==> src/rtl/fpu_pkg.sv <==
// Shared definitions for the float-to-int converter: FSM states and
// IEEE-754 binary32 / int32 boundary constants.
package fpu_pkg;

    typedef enum logic [1:0] {
        IDLE  = 2'd0,
        SHIFT = 2'd1,
        ROUND = 2'd2,
        DONE  = 2'd3
    } ftoi_state_e;

    localparam logic [7:0]  EXP_BIAS     = 8'd127;
    localparam logic [7:0]  EXP_INT_BASE = 8'd150;
    localparam logic [4:0]  SHIFT_CLAMP  = 5'd26;
    localparam logic [31:0] INT32_MAX    = 32'h7FFF_FFFF;
    localparam logic [31:0] INT32_MIN    = 32'h8000_0000;

    // Smallest biased exponent whose magnitude is at least 2^31.
    localparam logic [7:0]  EXP_SAT      = EXP_BIAS + 8'd31;

endpackage

==> src/rtl/ftoi_decode.sv <==
// Combinational classifier for a binary32 operand: detects saturating
// inputs and works out the shift direction and distance for normal ones.
module ftoi_decode
    import fpu_pkg::*;
(
    input  logic [31:0] a_i,
    output logic        special_o,
    output logic [31:0] sp_res_o,
    output logic        sp_ovf_o,
    output logic        left_o,
    output logic [4:0]  k_o
);

    logic [7:0] exp_s;
    logic [7:0] diff_s;
    logic       frac_nz_s;

    assign exp_s     = a_i[30:23];
    assign frac_nz_s = (a_i[22:0] != 23'd0);

    // Classify the operand and derive the shift distance.
    always_comb begin
        special_o = 1'b0;
        sp_res_o  = 32'd0;
        sp_ovf_o  = 1'b0;
        left_o    = 1'b0;
        k_o       = 5'd0;
        diff_s    = 8'd0;
        if (exp_s == 8'hFF && frac_nz_s) begin
            special_o = 1'b1;
            sp_res_o  = INT32_MAX;
            sp_ovf_o  = 1'b1;
        end else if (exp_s >= EXP_SAT) begin
            special_o = 1'b1;
            // -2^31 is the one value at this magnitude that int32 can hold.
            if (a_i == 32'hCF00_0000) begin
                sp_res_o = INT32_MIN;
                sp_ovf_o = 1'b0;
            end else begin
                sp_res_o = a_i[31] ? INT32_MIN : INT32_MAX;
                sp_ovf_o = 1'b1;
            end
        end else if (exp_s >= EXP_INT_BASE) begin
            left_o = 1'b1;
            diff_s = exp_s - EXP_INT_BASE;
            k_o    = diff_s[4:0];
        end else begin
            left_o = 1'b0;
            diff_s = EXP_INT_BASE - exp_s;
            k_o    = (diff_s > {3'd0, SHIFT_CLAMP}) ? SHIFT_CLAMP : diff_s[4:0];
        end
    end

endmodule

==> src/rtl/ftoi_seq.sv <==
// Sequential binary32 -> int32 converter: one-bit-per-cycle shifter followed
// by round-to-nearest-even, with a valid/ready handshake on both sides.
module ftoi_seq
    import fpu_pkg::*;
(
    input  logic        clk,
    input  logic        rst_n,
    input  logic        in_valid,
    output logic        in_ready,
    input  logic [31:0] a,
    output logic        out_valid,
    input  logic        out_ready,
    output logic [31:0] res,
    output logic        ovf
);

    ftoi_state_e state_q, state_d;
    logic [4:0]  k_q, k_d;
    logic [30:0] mag_q, mag_d;
    logic        guard_q, guard_d;
    logic        sticky_q, sticky_d;
    logic        sign_q, sign_d;
    logic        left_q, left_d;
    logic [31:0] res_q, res_d;
    logic        ovf_q, ovf_d;
    logic        out_valid_q, out_valid_d;

    logic        dec_special_s;
    logic [31:0] dec_res_s;
    logic        dec_ovf_s;
    logic        dec_left_s;
    logic [4:0]  dec_k_s;
    logic        round_up_s;
    logic [31:0] mag_rnd_s;

    ftoi_decode u_decode (
        .a_i       (a),
        .special_o (dec_special_s),
        .sp_res_o  (dec_res_s),
        .sp_ovf_o  (dec_ovf_s),
        .left_o    (dec_left_s),
        .k_o       (dec_k_s)
    );

    assign round_up_s = guard_q & (sticky_q | mag_q[0]);
    assign mag_rnd_s  = {1'b0, mag_q} + {31'd0, round_up_s};

    // Next-state and datapath logic for the conversion FSM.
    always_comb begin
        state_d     = state_q;
        k_d         = k_q;
        mag_d       = mag_q;
        guard_d     = guard_q;
        sticky_d    = sticky_q;
        sign_d      = sign_q;
        left_d      = left_q;
        res_d       = res_q;
        ovf_d       = ovf_q;
        out_valid_d = out_valid_q;
        case (state_q)
            IDLE: begin
                if (in_valid) begin
                    sign_d = a[31];
                    if (dec_special_s) begin
                        res_d       = dec_res_s;
                        ovf_d       = dec_ovf_s;
                        out_valid_d = 1'b1;
                        state_d     = DONE;
                    end else begin
                        mag_d    = {7'd0, (a[30:23] != 8'd0), a[22:0]};
                        guard_d  = 1'b0;
                        sticky_d = 1'b0;
                        left_d   = dec_left_s;
                        k_d      = dec_k_s;
                        state_d  = (dec_k_s != 5'd0) ? SHIFT : ROUND;
                    end
                end else begin
                    state_d = IDLE;
                end
            end
            SHIFT: begin
                if (left_q) begin
                    mag_d = {mag_q[29:0], 1'b0};
                end else begin
                    mag_d    = {1'b0, mag_q[30:1]};
                    guard_d  = mag_q[0];
                    sticky_d = sticky_q | guard_q;
                end
                k_d     = k_q - 5'd1;
                state_d = (k_q == 5'd1) ? ROUND : SHIFT;
            end
            ROUND: begin
                // Two's-complement negate of zero is zero, so no negative zero.
                res_d       = sign_q ? (32'd0 - mag_rnd_s) : mag_rnd_s;
                ovf_d       = 1'b0;
                out_valid_d = 1'b1;
                state_d     = DONE;
            end
            DONE: begin
                if (out_ready) begin
                    out_valid_d = 1'b0;
                    state_d     = IDLE;
                end else begin
                    state_d = DONE;
                end
            end
            default: begin
                out_valid_d = 1'b0;
                state_d     = IDLE;
            end
        endcase
    end

    // State and datapath registers with synchronous active-low reset.
    always_ff @(posedge clk) begin
        if (!rst_n) begin
            state_q     <= IDLE;
            k_q         <= 5'd0;
            mag_q       <= 31'd0;
            guard_q     <= 1'b0;
            sticky_q    <= 1'b0;
            sign_q      <= 1'b0;
            left_q      <= 1'b0;
            res_q       <= 32'd0;
            ovf_q       <= 1'b0;
            out_valid_q <= 1'b0;
        end else begin
            state_q     <= state_d;
            k_q         <= k_d;
            mag_q       <= mag_d;
            guard_q     <= guard_d;
            sticky_q    <= sticky_d;
            sign_q      <= sign_d;
            left_q      <= left_d;
            res_q       <= res_d;
            ovf_q       <= ovf_d;
            out_valid_q <= out_valid_d;
        end
    end

    assign in_ready  = (state_q == IDLE);
    assign out_valid = out_valid_q;
    assign res       = res_q;
    assign ovf       = ovf_q;

endmodule
==> config.mk <==
export PLATFORM = sky130hd
export DESIGN_NAME = ftoi_seq
export DESIGN_NICKNAME = d
export VERILOG_FILES = /design/src/rtl/fpu_pkg.sv /design/src/rtl/ftoi_decode.sv /design/src/rtl/ftoi_seq.sv
export SDC_FILE = /design/constraint.sdc
export NUM_CORES = 1
export LEC_CHECK = 0
export ABC_AREA = 1
export CAP_MARGIN = 20
export CORE_MARGIN = 2
export CORE_UTILIZATION = 52
export CTS_BUF_LIST = sky130_fd_sc_hd__clkbuf_16
export CTS_CLUSTER_DIAMETER = 30
export DETAILED_ROUTE_END_ITERATION = 7
export PLACE_DENSITY_LB_ADDON = 0.15
export RECOVER_POWER = 25
export SYNTH_ARGS = -nofsm -noshare
export SYNTH_HDL_FRONTEND = slang
export SYNTH_SLANG_ARGS = --single-unit
==> constraint.sdc <==
create_clock -name clk -period 2.4 [get_ports clk]
set_clock_uncertainty 0.1 [all_clocks]
set_input_delay 0.24 -clock clk [delete_from_list [all_inputs] [get_ports clk]]
set_output_delay 0.24 -clock clk [all_outputs]
set_load 0.05 [all_outputs]
==> flow_metrics.env <==
export IMPL_violations="setup timing"
export IMPL_grt_max_degree=33
export IMPL_synth_top_area_cell="dfxtp_1"
export IMPL_wl_per_cell_um=15.4
export IMPL_post_route_util_pct=76.2
export IMPL_core_sq_mm=0.0109
export IMPL_worst_pin_slew_ns=0.543
export IMPL_drc=0
export IMPL_place_inst=1239
export IMPL_cts_buffers=9
export IMPL_synth_seq_area_share_pct=26.0
export IMPL_max_freq_ghz=0.386
export IMPL_critical_path_required_ns=2.58
export IMPL_p_leak_nw=3.70
export IMPL_io_buffers=70
export IMPL_final_cell_area_sq_mm=0.00833
export IMPL_clk_latency_ns=0.35
export IMPL_setup_slack_ns=-0.191
export IMPL_initialDrtViolationCount=622
export IMPL_crit_buf_inv=2
export IMPL_finalCritPeriodShare_pct=108
export IMPL_ant_nets=0
export IMPL_ys_async_sr_fraction_pct=0
export IMPL_path_cells="inv_2 -> a21oi_4 -> ha_4 -> ha_4 -> nand2_4 -> nor2_8 -> nand2_4 -> nand2_2 -> nand2_4 -> inv_4 -> nand2_4 -> nor2_4 -> nand3_4 -> o21ai_4 -> nand2_2 -> nand3_2 -> nand3_2 -> a21oi_2"
export IMPL_gp_congestion=0.975
export IMPL_crit_top_cell="nand2_4"
export IMPL_finalCriticalPeriod_ns=2.59
export IMPL_diodes=0
export IMPL_highest_layer="met4"
export IMPL_synthCells=949
export IMPL_clk_pin_slew_ns=0.06
export IMPL_synth_cell_types=46
export IMPL_overflow=0
export IMPL_drv_slew=0
export IMPL_clockBufferDepth=2
export IMPL_final_nets=1172
export IMPL_status="finished with violations"
export IMPL_synthTopCellsByCount="263 x nand2_1, 95 x inv_1, 87 x nor2_1"
export IMPL_netlist_area_sq_mm=0.00586
export IMPL_cp_max_fo=5
export IMPL_htreeDepth=3
export IMPL_multi_input_area_sq_mm=0.00425
export IMPL_start_util_pct=53.6
export IMPL_die_x_um=110
export IMPL_slowest_delay_ns=0.32
export IMPL_power_total_w=0.00643
export IMPL_wl_met1_mm=7.90
export IMPL_irDropWorstVdd_mv=0.662
export IMPL_synth_fp_nets=996
export IMPL_end_kind="flip-flop"
export IMPL_cpMaxStageDelayCell="dfxtp_2"
export IMPL_synth_edf_count=0
export IMPL_synthFlopType="dfxtp_1"
export IMPL_areaGrowthSynthToFinish_pct=42.2
export IMPL_cp_top_family="simple AND/OR/NAND/NOR gates"
export IMPL_finalHoldViolations=0
export IMPL_grt_pass1_wl_mm=31.1
export IMPL_placed_area_sq_mm=0.00752
export IMPL_slew_headroom_pct=63.7
export IMPL_synth_area_per_cell_sq_um=6.17
export IMPL_crit_type="flip-flop to flip-flop"
export IMPL_drive_gt1_share_pct=26.1
export IMPL_dp_hpwl_mm=14.2
export IMPL_yosysWarnings=0
export IMPL_wl_met3_mm=1.26
export IMPL_viasPerCell=5.63
export IMPL_synth_area_leaders="dfxtp_1 26%, nand2_1 17%, o21ai_0 6.4%"
export IMPL_rsz0062_at_grt="yes"
export IMPL_antenna_found_initial=0
export IMPL_dr_pass1_iters=5
export IMPL_die_area_sq_mm=0.0121
export IMPL_drt_wl_total_mm=19.6
export IMPL_dieHeight_um=110
export IMPL_final_cells=1270
export IMPL_pwr_density_cell_mw_per_mm2=772
export IMPL_synth_seq_cells=76
export IMPL_rows=38
export IMPL_top_level_ports=71
export IMPL_start_kind="flip-flop"
export IMPL_dr_total_vias=7146
export IMPL_drv_cap=0
export IMPL_fillCellCount=918
export IMPL_regArea_sq_mm=0.00152
export IMPL_cts_root_buffer="clkbuf_16"
export IMPL_wl_met2_mm=9.75
export IMPL_setup_viol=20
export IMPL_hold_buffers=0
export IMPL_min_path_type="flip-flop to flip-flop"
export IMPL_grt_usage_pct=32.8
export IMPL_cts_sinks=76
export IMPL_grt_pass1_vias=6735
export IMPL_crit_arrival_ns=2.77
export IMPL_netlist_area_leader_share_pct=26.0
export IMPL_cts_tree="built"
export IMPL_yosysMostFrequentCell="nand2_1"
## timing repair
action	CTS	global route
resized for setup	59	68
pin swaps	34	32
setup endpoints to repair	23	29
setup buffers	8	6
gates cloned	1	0
endpoints found under the hold margin	0	0
## worst reg2reg max path, stage by stage, from the launching register on
cell     delay (ns)
dfxtp_2        0.32
inv_2          0.05
a21oi_4        0.17
ha_4           0.18
ha_4           0.17
nand2_4        0.08
nor2_8         0.16
nand2_4        0.09
nand2_2        0.08
nand2_4        0.07
inv_4          0.07
nand2_4        0.06
nor2_4         0.12
nand3_4        0.13
o21ai_4        0.25
nand2_2        0.08
nand3_2        0.10
nand3_2        0.09
a21oi_2        0.16
## path summary, 6_finish.rpt
check	end	cells after the start	from	slack, ns
setup / recovery	res[20]	18	sticky_q	-0.19
hold / removal	ovf	2	ovf	0.39
setup reg to reg	res[20]	18	sticky_q	-0.19
hold reg to reg	ovf	2	ovf	0.39
## power by group
part	leakage, nW	internal, W	switching [W]
Combinational	2.94	0.00128	0.00210
Sequential	0.628	0.00152	0.000275
Clock	0.131	0.000685	0.000558
Total	3.70	0.00349	0.00294
## per-layer routing
metal | up-vias | GRT usage, %
met5 | - | 0
met2 | 258 | 58.5
met1 | 3309 | 38.2
met3 | 60 | 6.47
li1 | 3519 | -
met4 | 0 | 13.8
## stage by stage
stage	setup TNS, ns	hold slack, ns	setup slack, ns
3_3_place_gp	-7.83	0.369	-0.230
5_1_grt	-5.48	0.428	-0.327
6_report	-2.10	0.386	-0.191
4_1_cts	-1.49	0.390	-0.124
2_1_floorplan	0	0.288	0.00133
3_5_place_dp	-9.85	0.375	-0.290
## registers in the layout, summed over array words and instances (netlist names)
| name | flops |
|---|---|
| mag_q | 31 |
| sign_q | 1 |
| state_q | 2 |
| k_q | 5 |
| sticky_q | 1 |
| guard_q | 1 |
| out_valid | 1 |
| res | 32 |
| ovf | 1 |
| left_q | 1 |
## kinds of logic (layout without fill, tap and decap cells)
family	count (synthesis)	in the layout	synth area share (%)
DFF	76	76	26.0
adders and majority gates	11	11	2.35
AOI/OAI and AO/OA	209	210	20.8
xor gates and xnor gates	17	17	2.54
buffers and inverters	140	320	9.16
and+or+nand+nor	496	496	39.2
## placed cells by master (no fill, tap or decap), types with 7 or more instances in the layout
cell | synthesis | layout
nand2_4 | 4 | 13
xor2_1 | 15 | 15
nand2_2 | 19 | 46
nand3_1 | 71 | 56
buf_4 | 0 | 118
a21oi_1 | 74 | 62
dfxtp_1 | 76 | 74
o21ai_1 | 6 | 8
a31oi_1 | 7 | 7
ha_1 | 11 | 9
nand4_1 | 11 | 11
nor2_2 | 5 | 14
nor2_1 | 87 | 70
clkbuf_16 | 0 | 9
inv_1 | 95 | 93
o21ai_0 | 75 | 68
dlygate4sd3_1 | 0 | 21
nor2_4 | 10 | 18
o221ai_1 | 21 | 21
nand3_2 | 5 | 15
a21oi_2 | 1 | 11
clkdlybuf4s50_1 | 0 | 48
nand2_1 | 263 | 227
inv_2 | 8 | 12
## final cells by class
class	instances	share of cell area (%)
clock buffer	9	2.70
clock inverter	7	0.435
inverter	108	4.89
multi-input combinational	734	51.0
sequential	76	18.3
tap	140	2.10
timing repair buffer	196	20.6
No activity file was read; power rests on OpenSTA's default activity.
